## src/rtl/cpu_state_dumper.sv

```systemverilog
// cpu_state_dumper: on trigger, freezes the CPU and streams PC, x0..x31 and
// the first MEM_WORDS data-memory words as tagged 32-bit words.
// Latency: first word valid one cycle after the trigger edge, then one word per
// accepted handshake. Backpressure: the word, tag and read addresses hold while
// out_ready_i is low; valid is never withdrawn mid-dump.
module cpu_state_dumper #(
    parameter int MEM_WORDS = 8
) (
    input  logic        clk_i,
    input  logic        rst_i,
    input  logic        trig_i,
    input  logic [31:0] pc_i,
    output logic [4:0]  reg_addr_o,
    input  logic [31:0] reg_data_i,
    output logic [31:0] mem_addr_o,
    input  logic [31:0] mem_data_i,
    output logic        freeze_o,
    output logic        out_valid_o,
    input  logic        out_ready_i,
    output logic [31:0] out_data_o,
    output logic [7:0]  out_tag_o,
    output logic        out_last_o,
    output logic        missed_o,
    output logic [15:0] dump_count_o
);

    typedef enum logic {
        IDLE = 1'b0,
        SEND = 1'b1
    } state_t;

    // Index of the final word: PC + 32 registers + MEM_WORDS memory words.
    localparam logic [7:0] L_IDX     = 8'(32 + MEM_WORDS);
    localparam logic [7:0] REG_FIRST = 8'd1;
    localparam logic [7:0] REG_LAST  = 8'd32;
    localparam logic [7:0] MEM_FIRST = 8'd33;

    state_t      state_q;
    logic [7:0]  idx_q;
    logic [31:0] data_q;
    logic [7:0]  tag_q;
    logic        valid_q;
    logic        last_q;
    logic        freeze_q;
    logic        missed_q;
    logic [15:0] count_q;

    logic [7:0]  idx_d;
    logic [31:0] load_d;

    // Index of the word that the next accepted handshake will load.
    always_comb begin
        idx_d = 8'd0;
        if (state_q == SEND) begin
            idx_d = idx_q + 8'd1;
        end
    end

    // Read addresses decode from state/idx only, so they already point at the
    // next word and stay stable while the current word is stalled.
    always_comb begin
        reg_addr_o = 5'd0;
        mem_addr_o = 32'd0;
        if (idx_d >= REG_FIRST && idx_d <= REG_LAST) begin
            reg_addr_o = 5'(idx_d - REG_FIRST);
        end
        if (idx_d >= MEM_FIRST && idx_d <= L_IDX) begin
            mem_addr_o = {22'd0, idx_d - MEM_FIRST, 2'b00};
        end
    end

    // Select the register or memory port for the next word.
    always_comb begin
        load_d = mem_data_i;
        if (idx_d <= REG_LAST) begin
            load_d = reg_data_i;
        end
    end

    // Dump sequencer: all stream outputs, freeze, missed and counter registered.
    always_ff @(posedge clk_i or posedge rst_i) begin
        if (rst_i) begin
            state_q  <= IDLE;
            idx_q    <= 8'd0;
            data_q   <= 32'd0;
            tag_q    <= 8'd0;
            valid_q  <= 1'b0;
            last_q   <= 1'b0;
            freeze_q <= 1'b0;
            missed_q <= 1'b0;
            count_q  <= 16'd0;
        end else begin
            missed_q <= 1'b0;
            case (state_q)
                IDLE: begin
                    if (trig_i) begin
                        state_q  <= SEND;
                        idx_q    <= 8'd0;
                        data_q   <= pc_i;
                        tag_q    <= 8'd0;
                        valid_q  <= 1'b1;
                        last_q   <= 1'b0;
                        freeze_q <= 1'b1;
                    end
                end
                SEND: begin
                    // A trigger during a dump, including its final handshake, is dropped.
                    missed_q <= trig_i;
                    if (valid_q && out_ready_i) begin
                        if (idx_q != L_IDX) begin
                            idx_q  <= idx_d;
                            data_q <= load_d;
                            tag_q  <= idx_d;
                            last_q <= (idx_d == L_IDX);
                        end else begin
                            state_q  <= IDLE;
                            valid_q  <= 1'b0;
                            last_q   <= 1'b0;
                            freeze_q <= 1'b0;
                            count_q  <= count_q + 16'd1;
                        end
                    end
                end
                default: state_q <= IDLE;
            endcase
        end
    end

    assign freeze_o     = freeze_q;
    assign out_valid_o  = valid_q;
    assign out_data_o   = data_q;
    assign out_tag_o    = tag_q;
    assign out_last_o   = last_q;
    assign missed_o     = missed_q;
    assign dump_count_o = count_q;

endmodule
```

## config.mk

```make
export PLATFORM = sky130hd
export DESIGN_NAME = cpu_state_dumper
export DESIGN_NICKNAME = d
export VERILOG_FILES = /design/src/rtl/cpu_state_dumper.sv
export SDC_FILE = /design/constraint.sdc
export NUM_CORES = 1
export LEC_CHECK = 0
export BUFFER_PORTS_ARGS = -buffer_cell sky130_fd_sc_hd__buf_2
export CORE_MARGIN = 1.5
export CORE_UTILIZATION = 46
export DETAILED_ROUTE_END_ITERATION = 6
export MAX_ROUTING_LAYER = met4
export PLACE_DENSITY = 0.81
export SLEW_MARGIN = 0
export SYNTH_ARGS = -nofsm -noshare
export SYNTH_HDL_FRONTEND = slang
export SYNTH_SLANG_ARGS = --single-unit
export TNS_END_PERCENT = 100
```

## constraint.sdc

```tcl
create_clock -name clk_i -period 2.6 [get_ports clk_i]
set_input_delay 0.26 -clock clk_i [delete_from_list [all_inputs] [get_ports clk_i]]
set_output_delay 0.26 -clock clk_i [all_outputs]
set_load 0.01 [all_outputs]
```

==> flow_summary.yaml <==
status:
  status: "completed"
min_path:
  min_from: "mem_data_i[30]"
  min_path_type: "in2reg"
detailed_routing:
  antenna_left: 0
  wl_per_cell_um: 15.1
  wirelength_um: 10500
  route.detailed.drc: 0
  drt-pass1-iter-count: 4
  drtIter0Drc: 117
  vias: 3715
  avgViaCountPerCell: 5.34
pwr:
  combinationalPowerShare_pct: 52.4
  p_int_w: 0.00274
  p_switching_w: 0.00206
  leakage_nw: 2.49
  seqPwrFrac_pct: 31.7
  power.share.clock_pct: 15.9
  swShare_pct: 42.9
  vdd_drop_max_mv: 0.492
  powerDensity_nw_per_um2: 965
  finalPower_w: 0.00480
cts:
  cts_made_buffers: 9
  cts_tree: "yes"
  h-tree-depth: 3
  clock_latency_ns: 0.33
  clk_path_buf_depth: 2
  numClockSinks: 60
  clk_pin_slew_ns: 0.07
  root_buffer: "clkbuf_8"
final_layout:
  num_antenna_cells: 0
  drive_gt1_share_pct: 41.6
  fillers: 690
  final_cell_area_um2: 4970
  fin_nets: 695
  area_growth_pct: 31.3
worst_setup_path:
  slowest_delay_ns: 0.39
  cp_max_fo: 5
  critPathLaunch: "out_tag_o[0]$_DFFE_PP0P_"
  critPathCaptureType: "output pin"
  crit_arrival_ns: 2.28
  cp.required_ns: 2.34
  start_kind: "flip-flop"
  crit_path_top_delay_cell: "dfrtp_2"
  crit_type: "reg2out"
  crit_chain: "inv_1, ha_1, nand2_2, ha_2, o21ai_2, nor2_1, buf_4, a31o_4, nor2_2, buf_2"
  timing.rr.start: "out_tag_o[1]$_DFFE_PP0P_"
die:
  rows: 32
  fp.dieArea_um2: 8790
  die_h_um: 93.7
  start_util_pct: 48.3
  fp.coreArea_um2: 7850
  die_w_um: 93.7
  io_pins: 197
yosys:
  synth_ff_type: "dfrtp_1"
  synthesis.area_um2: 3790
  yosysUniqueCellTypes: 48
  synth_edf_count: 0
  yosys_warnings: 0
  synth_seq_cells: 60
  syn_avg_cell_area_um2: 9.19
  ys_async_sr_fraction_pct: 100
  syn_inst: 412
  ys_seq_area_share_pct: 39.6
sta:
  whs_ns: 0.204
  setup_ws_ns: 0.0602
  clock_skew_ns: 0.0111
  hold_viol_final: 0
  final_max_slew_viol_count: 0
  fmaxAchievable_ghz: 0.394
  fin_crit_ns: 2.54
  post-route-period-util_pct: 97.7
  setup_viol: 0
global_routing:
  grt_pass1_vias: 3512
  grt_max_degree: 37
  antenna_found_initial: 0
  overflow: 0
  grt_usage_pct: 24.1
  grt_pass1_wl_um: 16100
placement:
  pre_cts_ws_ns: 0.196
  port_buffers: 172
  gp_congestion: 0.866
  place_hpwl_um: 7520
  dpl_cell_area_um2: 4680
job:
  maxCapViolations: 0
[final cells by class]
| cell class | instances | area [um2] | area share (%) |
|---|---|---|---|
| well taps | 102 | 128 | 2.57 |
| inverters | 6 | 22.5 | 0.453 |
| clock inverters | 6 | 38.8 | 0.780 |
| multi-input cells | 318 | 2100 | 42.2 |
| flip-flops and latches | 60 | 1510 | 30.3 |
| clock buffers | 10 | 138 | 2.77 |
| repair buffers | 194 | 1040 | 20.9 |
[layout by cell type, fill, tap and decap left out, drive strengths merged, types with 2 or more instances in the layout]
master	n
buf	193
a21oi	64
dfrtp	60
o21ai	41
and3	38
mux2i	34
conb	24
nand2	22
nor2	20
xnor2	18
nand3	13
clkbuf	10
inv	7
ha	6
and4	3
nand2b	3
xor2	3
clkinv	3
nor3	3
nand4	3
nor3b	3
nand3b	2
o2bb2ai	2
mux2	2
clkinvlp	2
o41ai	2
[cell families (layout without fill, tap and decap cells)]
kind of cell             count (synthesis)  after routing  share of synthesized area [%]
AO/OA/AOI/OAI                          118            118                           17.4
AND/OR/NAND/NOR                        113            113                           16.6
flip-flops                              60             60                           39.6
buffers and inverters                   57            216                           9.41
multiplexers                            36             36                           10.0
XOR/XNOR                                21             21                           4.86
adder cells (fa/ha/maj)                  6              6                           1.98
other                                    1             24                         0.0990
[critical path, delay by kind of cell, from the launching register on]
kind | cells | cell delay, ns
DFF | 1 | 0.39
adders and majority gates | 2 | 0.53
buffers and inverters | 3 | 0.37
AOI/OAI and AO/OA | 2 | 0.28
and+or+nand+nor | 3 | 0.37
[Yosys cell counts (all sizes together), types with 6 or more instances]
master  number  area [um2]
a21oi       64         320
and3        38         243
buf         35         274
clkbuf      16        60.1
dfrtp       60        1500
ha           6        75.1
inv          6        22.5
mux2i       34         357
nand2       22        82.6
nand3       13        65.1
nor2        20        95.1
o21ai       41         209
xnor2       18         158
[routing by layer]
layer	share of wire [%]	global-route usage, %	up-vias	wire (um)
met5	0	-	-	0
met4	1.4	8.71	0	149
met3	5.4	3.56	14	569
met2	53	44.0	164	5590
met1	40	26.7	1762	4200
li1	-	-	1775	-
[per-stage QoR]
step | utilization, % | cells | TNS, ns
2_1_floorplan | - | 435 | 0
3_3_place_gp | 59.6 | 672 | 0
3_5_place_dp | 59.6 | 672 | 0
4_1_cts | 62.3 | 692 | 0
5_1_grt | 63.4 | 696 | -0.125
6_report | 63.4 | 696 | 0
[repair_timing]
action / CTS / global route
hold endpoints to repair: 17 / 0
resized for setup: 4 / 15
setup buffers: 3 / 4
setup endpoints to repair: 13 / 13
hold buffers: 1 / 0
cloned: 0 / 0
pin swaps: 0 / 3
[sequential cells by signal, summed over array words and instances (netlist names)]
signal,cells
out_data_o,32
dump_count_o,16
out_last_o,1
freeze_o,1
missed_o,1
out_tag_o,8
state_q,1
[final timing paths]
check / slack, ns / cells after the start / endpoint
max: 0.06 / 10 / reg_addr_o[2]
min in group asynchronous: 0.47 / 3 / dump_count_o[11]$_DFFE_PP0P_
max in group asynchronous: 1.46 / 4 / out_data_o[6]$_DFFE_PP0P_
max reg2reg: 0.34 / 8 / out_data_o[31]$_DFFE_PP0P_
min reg2reg: 0.47 / 1 / dump_count_o[15]$_DFFE_PP0P_
min: 0.20 / 3 / out_data_o[30]$_DFFE_PP0P_
[power by group through the flow]
stage	Sequential, W	Combinational [W]	Clock [W]
after floorplan	0.00160	0.00149	0
after global placement	0.00151	0.00227	0
after detailed placement	0.00153	0.00234	0
after CTS	0.00151	0.00240	0.000777
after global routing	0.00157	0.00273	0.000827
final	0.00152	0.00252	0.000761
Power figures use the tool's default switching activity.
